## config.mk

```make
export PLATFORM = sky130hd
export DESIGN_NAME = slave_wr_data_fifo_drain
export DESIGN_NICKNAME = d
export VERILOG_FILES = /design/src/rtl/slave_wr_data_fifo_drain.sv
export SDC_FILE = /design/constraint.sdc
export NUM_CORES = 1
export LEC_CHECK = 0
export CELL_PAD_IN_SITES_DETAIL_PLACEMENT = 1
export CELL_PAD_IN_SITES_GLOBAL_PLACEMENT = 1
export CORE_MARGIN = 4
export CORE_UTILIZATION = 39
export DETAILED_ROUTE_END_ITERATION = 16
export GPL_ROUTABILITY_DRIVEN = 0
export MAX_ROUTING_LAYER = met4
export PLACE_DENSITY = 0.77
export SLEW_MARGIN = 10
export SYNTH_ARGS = -nofsm -noshare
export SYNTH_HDL_FRONTEND = slang
export SYNTH_SLANG_ARGS = --single-unit
```

## constraint.sdc

```tcl
create_clock -name clk -period 3.07 [get_ports clk]
set_input_delay 0.4605 -clock clk [delete_from_list [all_inputs] [get_ports clk]]
set_output_delay 0.4605 -clock clk [all_outputs]
set_load 0.05 [all_outputs]
```

## src/rtl/slave_wr_data_fifo_drain.sv

```systemverilog
`default_nettype none
// +----------------------------------------------------------------------------+
// | Module  : slave_wr_data_fifo_drain                                         |
// | Purpose : Drains one AXI write burst from the write-data FIFO into a       |
// |           ready/valid memory write stream, checks WLAST, returns BRESP.    |
// | Option  : SLAVE_WR_DATA_FIFO_DRAIN_STRB_SKIP_EN - zero-strobe beats are     |
// |           consumed internally instead of being presented to memory.        |
// | Rev     : 1.0 - initial release                                            |
// +----------------------------------------------------------------------------+
module slave_wr_data_fifo_drain #(
    parameter int DATA_W = 32,
    parameter int STRB_W = 4,
    parameter int ADDR_W = 32,
    parameter int LEN_W  = 8
) (
    input  logic                     clk,
    input  logic                     rstn,

    output logic                     fifo_rd_en,
    input  logic                     fifo_rd_empty,
    input  logic [DATA_W+STRB_W:0]   fifo_rd_data,

    input  logic                     cmd_valid,
    output logic                     cmd_ready,
    input  logic [ADDR_W-1:0]        cmd_addr,
    input  logic [LEN_W-1:0]         cmd_len,

    output logic                     mem_wr_en,
    input  logic                     mem_wr_ready,
    output logic [ADDR_W-1:0]        mem_wr_addr,
    output logic [DATA_W-1:0]        mem_wr_data,
    output logic [STRB_W-1:0]        mem_wr_strb,

    output logic                     b_valid,
    input  logic                     b_ready,
    output logic [1:0]               b_resp
);

    localparam int                c_BEAT_W    = DATA_W + STRB_W + 1;
    localparam int                c_CNT_W     = LEN_W + 1;
    localparam logic [ADDR_W-1:0] c_ADDR_STEP = ADDR_W'(STRB_W);
    localparam logic [1:0]        c_RESP_OKAY = 2'b00;
    localparam logic [1:0]        c_RESP_SLV  = 2'b10;

    localparam logic [1:0] c_S_IDLE = 2'd0;
    localparam logic [1:0] c_S_DATA = 2'd1;
    localparam logic [1:0] c_S_RESP = 2'd2;

    // ------------------------------------------------------------------
    // State and datapath registers
    // ------------------------------------------------------------------
    logic [1:0]          state_q,    state_d;
    logic                init_q;
    logic [ADDR_W-1:0]   addr_q,     addr_d;
    logic [LEN_W-1:0]    len_q,      len_d;
    logic [c_CNT_W-1:0]  issued_q,   issued_d;
    logic [c_CNT_W-1:0]  beat_cnt_q, beat_cnt_d;
    logic                err_q,      err_d;
    logic                inflight_q, inflight_d;
    logic [1:0]          occ_q,      occ_d;
    logic [c_BEAT_W-1:0] skid0_q,    skid0_d;
    logic [c_BEAT_W-1:0] skid1_q,    skid1_d;

    // ------------------------------------------------------------------
    // Combinational view of the beat queue
    // ------------------------------------------------------------------
    logic [c_CNT_W-1:0]  w_len_ext;
    logic [1:0]          w_total;
    logic                w_head_valid;
    logic [c_BEAT_W-1:0] w_head;
    logic [c_BEAT_W-1:0] w_second;
    logic                w_head_last;
    logic [STRB_W-1:0]   w_head_strb;
    logic [DATA_W-1:0]   w_head_data;
    logic                w_skip;
    logic                w_in_data;
    logic                w_accept;
    logic                w_last_beat;
    logic                w_pop;
    logic                w_cmd_fire;

    assign w_len_ext    = {1'b0, len_q};
    assign w_in_data    = (state_q == c_S_DATA);
    assign w_total      = occ_q + {1'b0, inflight_q};
    assign w_head_valid = (w_total != 2'd0);

    // The beat returning from the FIFO is presented straight away when the
    // skid buffer is empty, which gives full throughput and the 2-cycle
    // command-to-first-write latency; it is captured into the skid buffer
    // on the same edge, so a stalled beat stays stable on the outputs.
    assign w_head   = (occ_q == 2'd0 && inflight_q) ? fifo_rd_data : skid0_q;
    assign w_second = (occ_q == 2'd2) ? skid1_q : fifo_rd_data;

    assign w_head_last = w_head[c_BEAT_W-1];
    assign w_head_strb = w_head[DATA_W +: STRB_W];
    assign w_head_data = w_head[DATA_W-1:0];

`ifdef SLAVE_WR_DATA_FIFO_DRAIN_STRB_SKIP_EN
    assign w_skip = (w_head_strb == '0);
`else
    assign w_skip = 1'b0;
`endif

    assign w_accept    = w_in_data && w_head_valid && (w_skip || mem_wr_ready);
    assign w_last_beat = (beat_cnt_q == w_len_ext);
    assign w_pop       = w_in_data && !fifo_rd_empty
                         && (issued_q <= w_len_ext)
                         && (w_total < 2'd2);
    assign w_cmd_fire  = cmd_valid && cmd_ready;

    // ------------------------------------------------------------------
    // FSM: state register
    // ------------------------------------------------------------------
    always_ff @(posedge clk or negedge rstn) begin
        if (!rstn) begin
            state_q <= c_S_IDLE;
        end else begin
            state_q <= state_d;
        end
    end

    // ------------------------------------------------------------------
    // FSM: next-state logic
    // ------------------------------------------------------------------
    always_comb begin
        state_d = state_q;
        unique case (state_q)
            c_S_IDLE: begin
                if (w_cmd_fire) begin
                    state_d = c_S_DATA;
                end
            end
            c_S_DATA: begin
                if (w_accept && w_last_beat) begin
                    state_d = c_S_RESP;
                end
            end
            c_S_RESP: begin
                if (b_ready) begin
                    state_d = c_S_IDLE;
                end
            end
            default: begin
                state_d = c_S_IDLE;
            end
        endcase
    end

    // ------------------------------------------------------------------
    // FSM: outputs
    // ------------------------------------------------------------------
    always_comb begin
        cmd_ready   = 1'b0;
        b_valid     = 1'b0;
        b_resp      = c_RESP_OKAY;
        fifo_rd_en  = w_pop;
        mem_wr_en   = w_in_data && w_head_valid && !w_skip;
        mem_wr_addr = addr_q;
        mem_wr_data = w_head_data;
        mem_wr_strb = w_head_strb;
        unique case (state_q)
            c_S_IDLE: begin
                cmd_ready = init_q;
            end
            c_S_RESP: begin
                b_valid = 1'b1;
                b_resp  = err_q ? c_RESP_SLV : c_RESP_OKAY;
            end
            default: begin
                cmd_ready = 1'b0;
            end
        endcase
    end

    // ------------------------------------------------------------------
    // Datapath next-state
    // ------------------------------------------------------------------
    always_comb begin
        addr_d     = addr_q;
        len_d      = len_q;
        issued_d   = issued_q;
        beat_cnt_d = beat_cnt_q;
        err_d      = err_q;
        inflight_d = w_pop;
        occ_d      = occ_q;
        skid0_d    = skid0_q;
        skid1_d    = skid1_q;

        if (state_q == c_S_IDLE && w_cmd_fire) begin
            addr_d     = cmd_addr;
            len_d      = cmd_len;
            issued_d   = '0;
            beat_cnt_d = '0;
            err_d      = 1'b0;
        end

        if (w_pop) begin
            issued_d = issued_q + c_CNT_W'(1);
        end

        if (w_accept) begin
            addr_d     = addr_q + c_ADDR_STEP;
            beat_cnt_d = beat_cnt_q + c_CNT_W'(1);
            // WLAST must be set exactly on the beat selected by cmd_len.
            err_d      = err_q | (w_head_last != w_last_beat);
        end

        if (w_head_valid) begin
            if (w_accept) begin
                skid0_d = w_second;
                occ_d   = w_total - 2'd1;
            end else begin
                skid0_d = w_head;
                skid1_d = w_second;
                occ_d   = w_total;
            end
        end
    end

    // ------------------------------------------------------------------
    // Datapath registers
    // ------------------------------------------------------------------
    always_ff @(posedge clk or negedge rstn) begin
        if (!rstn) begin
            init_q     <= 1'b0;
            addr_q     <= '0;
            len_q      <= '0;
            issued_q   <= '0;
            beat_cnt_q <= '0;
            err_q      <= 1'b0;
            inflight_q <= 1'b0;
            occ_q      <= 2'd0;
            skid0_q    <= '0;
            skid1_q    <= '0;
        end else begin
            init_q     <= 1'b1;
            addr_q     <= addr_d;
            len_q      <= len_d;
            issued_q   <= issued_d;
            beat_cnt_q <= beat_cnt_d;
            err_q      <= err_d;
            inflight_q <= inflight_d;
            occ_q      <= occ_d;
            skid0_q    <= skid0_d;
            skid1_q    <= skid1_d;
        end
    end

endmodule
`default_nettype wire

```

Word-level counts from Yosys, hierarchy flattened
Cells that the tools add are included.

Register bits: 139. Input bits: 83. Output and inout port bits: 74. Word-level logic and storage cells: 64.

$add $sub $neg: 5. $lt $le $gt $ge: 2. Equality and inequality tests: 8. Multiplexer cells: 19. Bitwise logic cells: 2. Reductions and logical operators: 17.

Operators by type and width (number): two-way mux 37 bit (3); two-way mux 32 bit (2); adder 32 x 3 -> 32 bit, second input constant (1); two-way mux 9 bit (3); adder 9 x 1 -> 9 bit, second input constant (2); two-way mux 2 bit (6); equality test 9 x 8 -> 1 bit (1); <= comparator 9 x 8 -> 1 bit (1); logical AND 1 bit (9); one-hot mux 2 bit (3 select lines) (1); nonzero test 2 bit (3); equality test 2 bit, second input constant (2); zero test 2 bit (2); two-way mux 1 bit (4); != test 2 bit, second input constant (2); AND reduction 3 bit (1); adder 2 x 1 -> 2 bit (1); equality test 2 x 1 -> 1 bit, second input constant (1); < comparator 2 bit, second input constant (1); != test 2 x 1 -> 1 bit, second input constant (1); AND reduction 2 bit (1); subtractor 2 x 1 -> 2 bit, second input constant (1); zero test 1 bit (1); != test 1 bit (1); other kinds (2) (2).

Longest topological paths before layout
Gate-level depths: netlist of the first run.

Depth after elaboration: 7. Depth in mapped cells: 12.

Least setup slack after synthesis of the first run
OpenSTA, ideal clock, no wires.

Kind: register to register. Start point: register occ_q[0]. End point: register addr_q[23] (netlist: mem_wr_addr[23]). Setup time: 0.147 ns. Data arrival time: 2.701 ns. Required time: 2.923 ns. Setup slack: 0.221 ns. Cell stages (with the launch flop): 13. Clock period less this slack: 2.849 ns. Path through: dfrtp_1 > ha_1 > xnor2_1 > ha_1 > buf_4 > nor3b_2 > and2_1 > buf_6 > buf_4 > buf_4 > nand4_1 > nand3_1 > o211ai_1.

Word-level cells in the longest chain between the ends: 5. Elaborated cells between the ends (all ways): 6. Those cells by class: add/sub (1); mux (1); reduce/logical (4).

Ends and longest elaborated chain: start, declared (line 60) `logic [1:0] occ_q, occ_d;`; start signal, assigned (line 232) `occ_q <= 2'd0;`; start signal, assigned (line 243) `occ_q <= occ_d;`; adder 2 x 1 -> 2 bit * (line 84) `assign w_total = occ_q + {1'b0, inflight_q};`; nonzero test 2 bit * (line 85) `assign w_head_valid = (w_total != 2'd0);`; logical AND 1 bit *; via mem_wr_en (line 28) `output logic mem_wr_en,`; logical AND 1 bit * (line 104) `assign w_accept = w_in_data && w_head_valid && (w_skip || mem_wr_ready);`; two-way mux 32 bit or nonzero test 2 bit (tied branches); end signal, assigned (line 237) `addr_q <= addr_d;`; end, declared (line 54) `logic [ADDR_W-1:0] addr_q, addr_d;`.

Mark *: on every way through the listed nets, which the timed path passes. The rest lies on a longest branch. A chain may end at the register's enable or synchronous reset.

Worst setup path in the final report of the first run
Start point: register issued_q[3]. End point: output fifo_rd_en.

Word-level cells in the longest chain between the ends: 3.

Ends and longest elaborated chain: start, declared (line 56) `logic [c_CNT_W-1:0] issued_q, issued_d;`; start signal, assigned (line 239) `issued_q <= issued_d;`; <= comparator 9 x 8 -> 1 bit (line 107) `&& (issued_q <= w_len_ext)`; logical AND 1 bit (line 107); logical AND 1 bit (line 108) `&& (w_total < 2'd2);`; end, declared (line 19) `output logic fifo_rd_en,`.

No other way between the ends.

==> results of run 1 <==
## cell usage after synthesis (all sizes together), types with 2 or more instances
master,number
nand2,178
dfrtp,139
o21ai,104
mux2,76
nand3,58
nor2,28
clkbuf,27
buf,22
and3,16
inv,15
a21oi,14
nand4,14
ha,13
a221o,11
xnor2,10
nor3,9
o211ai,8
a31oi,6
mux2i,6
and2,4
nand2b,4
nor3b,4
o311ai,4
a221oi,3
a22oi,3
and4,3
or2,3
xor2,3
a21o,2
a22o,2
conb,2
o31ai,2
or3,2
## logic make-up after synthesis
| group | Yosys count | synth area share |
|---|---|---|
| AO/OA/AOI/OAI | 166 | 0.133 |
| XOR/XNOR | 13 | 0.0152 |
| adder cells (fa/ha/maj) | 13 | 0.0218 |
| buffers and inverters | 64 | 0.0405 |
| flip-flops | 139 | 0.465 |
| multiplexers | 82 | 0.123 |
| other | 2 | 0.00100 |
| AND/OR/NAND/NOR | 326 | 0.201 |
## power by group
group | leakage [uW] | internal [uW] | switching [uW]
sequential | 0.00170 | 2500 | 414
combinational | 0.00219 | 1930 | 3220
clock | 0.000265 | 1160 | 832
## critical path, stage by stage (launching register included)
cell	delay [ns]
dfrtp_1	0.45
ha_1	0.33
nand4_1	0.14
o221ai_1	0.27
nor2_1	0.08
o311a_2	0.56
buf_12	0.21
## placed cells by master (no fill, tap or decap), types with 12 or more instances in the layout
master           synthesis  routed
nor2_1                  26      26
dfrtp_1                139     139
and3_1                  16      16
o21ai_0                104     104
buf_4                    4      50
inv_1                   15      15
mux2_2                  73      73
nand2_1                178     178
a21oi_1                 14      14
clkdlybuf4s50_1          0     116
nand3_1                 58      58
nand4_1                 13      13
clkbuf_16                0      17
ha_1                    13      12
## cell type report
class / instances / area, sq um
fillers: 2155 / 9060
multi-input cells: 602 / 3700
flip-flops and latches: 139 / 3480
repair buffers: 170 / 1610
clock buffers: 19 / 453
well taps: 234 / 293
clock inverters: 12 / 113
inverters: 15 / 56.3
## registers in the layout, indices dropped and copies added, names as in the netlist
register	cells
skid0_q	37
skid1_q	37
mem_wr_addr	32
beat_cnt_q	9
issued_q	9
len_q	8
occ_q	2
state_q	2
err_q	1
inflight_q	1
init_q	1
## layer usage
layer  vias to the layer above  wire length, um  global-route usage
li1                       3115                -                   -
met1                      3207            10300               0.285
met2                       141            10400               0.341
met3                        24              951              0.0450
met4                         0              300              0.0597
met5                         -                0                   -
## path summary, 6_finish.rpt
path / from / end / slack, ns / depth (start not counted)
min in group clk: skid0_q[34] / skid0_q[34] / 0.48 / 2
setup / recovery: issued_q[3] / fifo_rd_en / 0.15 / 6
max in group asynchronous: rstn / mem_wr_addr[2] / 2.32 / 2
hold reg to reg: skid0_q[34] / skid0_q[34] / 0.48 / 2
hold / removal: rstn / skid0_q[8] / -0.01 / 1
setup reg to reg: occ_q[0] / skid1_q[4] / 0.39 / 8
## metrics by stage
step           instances   util  hold slack [ns]  setup WS [ns]  area, sq um
2_1_floorplan        805      -            0.165          0.221         7470
3_3_place_gp        1160  0.487            0.459          0.425         9140
3_5_place_dp        1160  0.487            0.456          0.357         9140
4_1_cts             1191  0.517          0.00384         0.0488         9700
5_1_grt             1191  0.517           0.0181         0.0270         9700
6_report            1191  0.517          -0.0107          0.145         9700
## repair_timing
action,4_1_cts,5_1_grt
setup buffers,0,0
setup endpoints to repair,0,1
resized for setup,0,1
hold buffers,0,0
==> out/summary.txt, run 1 <==
Post-layout min period: 2.92 ns
Setup violation total in the final timing report: 0
First-pass GRT wire length: 36.9 mm
Worst slew pin tran: 0.807 ns
Fmax: 342 MHz
# port buffers: 155
Top cells by area, synth: dfrtp_1 (47%), mux2_2 (11%), nand2_1 (8.9%)
Dominant cell type by area after synthesis: dfrtp_1
Mapped Cells: 805
First-pass DRT Iterations: 4
Pwr dens: 1040 nW/um^2
Initial antenna violation count: 0
Vias: 6487
Fin crit share: 0.953
Antenna-violating nets left: 0
Violated checks: hold timing
Root Buffer: clkbuf_16
Layout cells sized above 1: 0.179
Num CTS Buffers: 17
Die height: 146 um
YS warnings: 0
Fin. max-slew vios: 0
CP required: 2.61 ns
Ant. Diodes: 0
Number of H-tree levels: 4
Endpoints failing hold: 6
P&R area growth vs syn: 29.9%
Grt ovf: 0
TritonCTS clock tree: done
WL final: 21.9 mm
Setup TNS: 0 ns
Fin nets: 1041
Crit Path Category: flop to primary output
CTS Sinks: 139
Sequential area share after synthesis: 0.465
Drt wl/cell: 18.4 um
Worst-path clk slew: 0.06 ns
Core area: 18800 sq um
RSZ-0062 raised after global routing: no
Unique cell type count in the Yosys netlist: 52
Starting Density: 0.398
Design Power: 10100 uW
Post-synth ARST share: 1.00
Clk buf depth: 2
Initial DRC Count: 275
Num rows: 50
Status: finished with violations
Max FO, Critical Path: 19
Die width: 146 um
Worst hold path class: input pin to asynchronous set/reset pin
Detailed-placement wirelength estimate: 15.0 mm
Post-route clock skew: 0.0107 ns
WHS: -0.0107 ns
Die area: 21400 sq um
CP Launch Type: flop
Relative slew slack: 0.462
Crit path DAT: 2.46 ns
Synth Register Bits: 139
Later-pin clock latency in the skew report: 0.42 ns
Post-Syn Area: 7470 sq um
Mapped Nets: 901
Post-synth EDFFs: 0
Post-synth top area share: 0.465
Maxcap violations: 0
Leak: 0.00415 uW
Number of global-route vias before repair: 6987
Vias per cell: 5.45
Max VDD drop: 0.000712 V
Main synth FF type: dfrtp_1
GRT Util Overall: 0.216
Crit end category: primary output
Pin count of the biggest net entering global routing: 81
IO Pins: 157
Post-Syn Area per Cell: 9.28 sq um
DRC viols: 0
Power figures use the tool's default switching activity.
==> inputs of run 2 (changes only) <==
--- a/config.mk
+++ b/config.mk
@@ -7,6 +7,7 @@
 export LEC_CHECK = 0
 export CELL_PAD_IN_SITES_DETAIL_PLACEMENT = 1
 export CELL_PAD_IN_SITES_GLOBAL_PLACEMENT = 1
+export CORE_ASPECT_RATIO = 1.4
 export CORE_MARGIN = 4
 export CORE_UTILIZATION = 39
 export DETAILED_ROUTE_END_ITERATION = 16
==> run 2 against run 1 <==
The run now ends clean; final area rose by 1.1%; clock skew fell by 0.00068 ns; sequential power barely moved; critical endpoint is now mem_wr_data[6]; highest routed layer unchanged.
==> out/summary.txt, run 2 (synthesis gave the netlist of run 1 again) <==
Vias: 6549
Worst slew pin tran: 0.859 ns
RR Endpoint: mem_wr_addr[13]
Leak: 0.00419 uW
Post-layout min period: 2.96 ns
Antenna-violating nets left: 0
# port buffers: 155
Endpoints failing hold: 0
First-pass DRT Iterations: 4
Layout cells sized above 1: 0.168
GRT busiest layer: met2
Die height: 172 um
Worst r2r src: occ_q[0]
Initial DRC Count: 382
Grt met1 use: 0.240
Number of global-route vias before repair: 7035
IO Pins: 157
Max VDD drop: 0.000601 V
Worst-path clk slew: 0.07 ns
Max FO, Critical Path: 18
Setup TNS: 0 ns
Pin count of the biggest net entering global routing: 89
Crit end category: primary output
TritonCTS clock tree: done
Drt wl/cell: 17.9 um
Maxcap violations: 0
Crit path from: occ_q[1]
Met2 Usage GRT: 0.377
Num CTS Buffers: 17
Worst path cell trace: nor3b_2, buf_4, mux2_2, clkdlybuf4s50_1
Met3 usage: 0.0370
GRT Util Overall: 0.209
Grt ovf: 0
Starting Density: 0.399
Core area: 18800 sq um
Reg2reg setup slack: 0.37 ns
Post-route clock skew: 0.00998 ns
End of the critical path: mem_wr_data[6]
Fin crit share: 0.965
Status: finished clean
Num rows: 59
CTS Sinks: 139
Fin nets: 1046
Root Buffer: clkbuf_16
Worst hold path class: input pin to asynchronous set/reset pin
CP Launch Type: flop
# fillers: 2173
Relative slew slack: 0.427
Later-pin clock latency in the skew report: 0.42 ns
Commonest non-fill, non-tap cell in the layout: nand2_1
Fmax: 338 MHz
Number of H-tree levels: 4
Area of the multi-input gates: 3700 sq um
Commonest non-fill, non-tap cells in the layout: nand2_1 (178), dfrtp_1 (139), clkdlybuf4s50_1 (129)
Setup violation total in the final timing report: 0
DRC viols: 0
Crit path DAT: 2.50 ns
Vias per cell: 5.43
Pwr dens: 1040 nW/um^2
Post-layout util: 0.523
Crit Path Category: flop to primary output
Max incr delay on CP: 0.71 ns
P&R area growth vs syn: 31.3%
Die width: 125 um
Post-route setup slack: 0.109 ns
CP required: 2.61 ns
Die area: 21500 sq um
First-pass GRT wire length: 35.7 mm
Worst Reg2Reg Path Length in Cells: 8
Slowest stage cell, crit path: clkdlybuf4s50_1
Fin. max-slew vios: 0
Post-CTS setup buffers: 0
WHS: 0.124 ns
Clk buf depth: 2
RSZ-0062 raised after global routing: no
Initial antenna violation count: 0
Ant. Diodes: 0
Dpl ws: 0.431 ns
Detailed-placement wirelength estimate: 15.0 mm
FF/Latch Area: 3480 sq um
WL final: 21.6 mm
[run 2: stage by stage]
step           area, sq um  instances  power [uW]
6_report              9810       1207       10200
2_1_floorplan         7470        805        6690
5_1_grt               9810       1207       10900
3_5_place_dp          9230       1175        8250
4_1_cts               9810       1207       10400
3_3_place_gp          9230       1175        8110
[run 2: power by group]
| part | internal (uW) | total [uW] | switching [uW] | leakage, uW |
|---|---|---|---|---|
| registers | 2500 | 2920 | 417 | 0.00170 |
| logic | 2010 | 5240 | 3230 | 0.00221 |
| clock network | 1220 | 2040 | 823 | 0.000279 |
[run 2: routing by layer]
| metal | vias up | share of wire |
|---|---|---|
| li1 | 3124 | - |
| met1 | 3275 | 0.43 |
| met2 | 131 | 0.52 |
| met3 | 19 | 0.037 |
| met4 | 0 | 0.014 |
| met5 | - | 0 |
[run 2: worst min path at each step]
stage / to / start / slack (ns) / cells after the start
final: mem_wr_addr[16] / rstn / 0.12 / 1
after global placement: skid0_q[2] / skid0_q[2] / 0.46 / 2
after floorplan: beat_cnt_q[0] / rstn / 0.16 / 0
after CTS: mem_wr_addr[16] / rstn / 0.15 / 1
after detailed placement: skid0_q[2] / skid0_q[2] / 0.47 / 2
after global routing: mem_wr_addr[18] / rstn / 0.19 / 1
[run 2: repair_timing]
item                       in CTS  in global routing
gates resized for setup         1                  1
gates cloned                    0                  0
hold buffers                    0                  0
setup endpoints to repair       1                  1
[run 2: final cells by class]
type                    count  share of cell area
clock buffers              18              0.0448
clock inverters            14              0.0148
flip-flops and latches    139               0.355
well taps                 244              0.0311
multi-input cells         602               0.377
repair buffers            175               0.172
inverters                  15             0.00574
[run 2: worst max-delay path: cells and delay by family, from the launching register on]
kind / cells / cell delay, ns
flip-flops: 1 / 0.45
multiplexers: 1 / 0.39
buffers and inverters: 2 / 1.02
AND/OR/NAND/NOR: 1 / 0.22
==> inputs of run 3 (changes only) <==
--- a/config.mk
+++ b/config.mk
@@ -7,9 +7,10 @@
 export LEC_CHECK = 0
 export CELL_PAD_IN_SITES_DETAIL_PLACEMENT = 1
 export CELL_PAD_IN_SITES_GLOBAL_PLACEMENT = 1
-export CORE_ASPECT_RATIO = 1.4
+export CORE_ASPECT_RATIO = 1.2
 export CORE_MARGIN = 4
 export CORE_UTILIZATION = 39
+export CTS_CLUSTER_SIZE = 25
 export DETAILED_ROUTE_END_ITERATION = 16
 export GPL_ROUTABILITY_DRIVEN = 0
 export MAX_ROUTING_LAYER = met4
==> run 3 against run 2 <==
Register-to-register slack got worse by 0.14 ns; clock power up 20%; setup slack better by 0.064 ns; hold slack lost 0.12 ns; die area fell by 0.11%; non-clock buffer count unchanged; first-iteration DRC count down 22%; combinational power shrank 2%; wire length increased by 2.3%; largest power group unchanged.
==> out/summary.txt, run 3 (synthesis gave the netlist of run 1 again) <==
Status: finished clean
CTS Sinks: 139
Detailed-placement wirelength estimate: 14.7 mm
# port buffers: 155
Number of H-tree levels: 4
Num rows: 55
First-pass GRT wire length: 36.4 mm
Fin nets: 1047
Worst path cell trace: ha_1, nand4_1, o221ai_1, nor2_1, o311a_2, buf_12
Grt ovf: 0
Leak: 0.00428 uW
Post-layout util: 0.528
First-pass DRT Iterations: 4
Die height: 160 um
Post-layout min period: 2.90 ns
Slowest stage cell, crit path: o311a_2
TritonCTS clock tree: done
Number of global-route vias before repair: 7097
Max incr delay on CP: 0.56 ns
Fmax: 345 MHz
Crit end category: primary output
Maxcap violations: 0
Initial antenna violation count: 0
Commonest non-fill, non-tap cells in the layout: nand2_1 (178), dfrtp_1 (139), clkdlybuf4s50_1 (116)
Worst Reg2Reg Path Length in Cells: 8
Fin. max-slew vios: 0
Core area: 18900 sq um
Endpoints failing hold: 0
Ant. Diodes: 0
Antenna-violating nets left: 0
Die width: 134 um
Reg2reg setup slack: 0.23 ns
Placed Area: 9290 sq um
Relative slew slack: 0.220
Num CTS Buffers: 17
Starting Density: 0.396
Max VDD drop: 0.000438 V
Post-route clock skew: 0.0104 ns
Worst-path clk slew: 0.06 ns
Worst r2r src: inflight_q
Worst slew pin tran: 1.16 ns
Clk buf depth: 2
Fin crit share: 0.944
Vias: 6555
Crit path DAT: 2.44 ns
DRC viols: 0
Layout cells sized above 1: 0.146
Post-CTS Hold Buffers: 0
Drt wl/cell: 18.1 um
Later-pin clock latency in the skew report: 0.42 ns
Area of the multi-input gates: 3710 sq um
CP required: 2.61 ns
Initial DRC Count: 297
Worst hold path class: input pin to asynchronous set/reset pin
Die area: 21500 sq um
RR Endpoint: skid1_q[32]
Root Buffer: clkbuf_16
# fillers: 2186
WL final: 22.0 mm
Crit Path Category: flop to primary output
Pin count of the biggest net entering global routing: 78
Vias per cell: 5.37
Final instance area: 9960 sq um
GRT Util Overall: 0.215
RSZ-0062 raised after global routing: no
CP Launch Type: flop
Design Power: 10500 uW
Pwr dens: 1050 nW/um^2
Setup violation total in the final timing report: 0
P&R area growth vs syn: 33.2%
Max FO, Critical Path: 19
IO Pins: 157
FF/Latch Area: 3480 sq um
Commonest non-fill, non-tap cell in the layout: nand2_1
==> run 3: worst max-delay path: cells and delay by family (launching register included) <==
kind	cells	cell delay (ns)
AOI/OAI and AO/OA	2	0.79
adders and majority gates	1	0.34
buffers and inverters	1	0.22
DFF	1	0.45
and+or+nand+nor	2	0.22
==> run 3: how the worst max path moves through the flow <==
stage	startpoint	endpoint	slack (ns)	cells after the start
floorplan	occ_q[0]	mem_wr_addr[23]	0.22	12
global placement	inflight_q	skid1_q[26]	0.0009	8
detailed placement	inflight_q	skid1_q[32]	-0.13	8
CTS	issued_q[3]	fifo_rd_en	0.03	6
global route	inflight_q	mem_wr_addr[7]	0.04	9
finish	issued_q[3]	fifo_rd_en	0.17	6
==> run 3: repair_timing <==
action	in CTS	in global routing
cloned	1	0
pin swaps	1	0
setup endpoints to repair	48	1
gates resized for setup	36	1
endpoints found under the hold margin	0	0
setup buffers	0	0
==> run 3: per-stage QoR <==
stage	worst slack, ns	hold WS [ns]	TNS, ns	std cells
3_5_place_dp	-0.134	0.467	-1.50	1187
2_1_floorplan	0.221	0.165	0	805
5_1_grt	0.0369	0.0242	0	1220
3_3_place_gp	0.000881	0.461	0	1187
4_1_cts	0.0328	0.0163	0	1220
6_report	0.173	0.00664	0	1220
==> run 3: final cells by class <==
| type | count | share of cell area |
|---|---|---|
| Tap cell | 256 | 0.0322 |
| Sequential cell | 139 | 0.349 |
| Multi-Input combinational cell | 603 | 0.373 |
| Clock inverter | 11 | 0.0239 |
| Clock buffer | 21 | 0.0462 |
| Inverter | 15 | 0.00565 |
| Timing Repair Buffer | 175 | 0.170 |
==> run 3: power breakdown <==
group / internal [uW] / switching (uW)
Combinational: 1890 / 3240
Clock: 1650 / 799
Sequential: 2500 / 402
Total: 6040 / 4440
==> run 3: per-layer routing <==
| metal | vias to the layer above | global-route usage | wire, um |
|---|---|---|---|
| li1 | 3126 | - | - |
| met1 | 3265 | 0.260 | 9680 |
| met2 | 141 | 0.368 | 11200 |
| met3 | 23 | 0.0460 | 853 |
| met4 | 0 | 0.0509 | 344 |
| met5 | - | - | 0 |
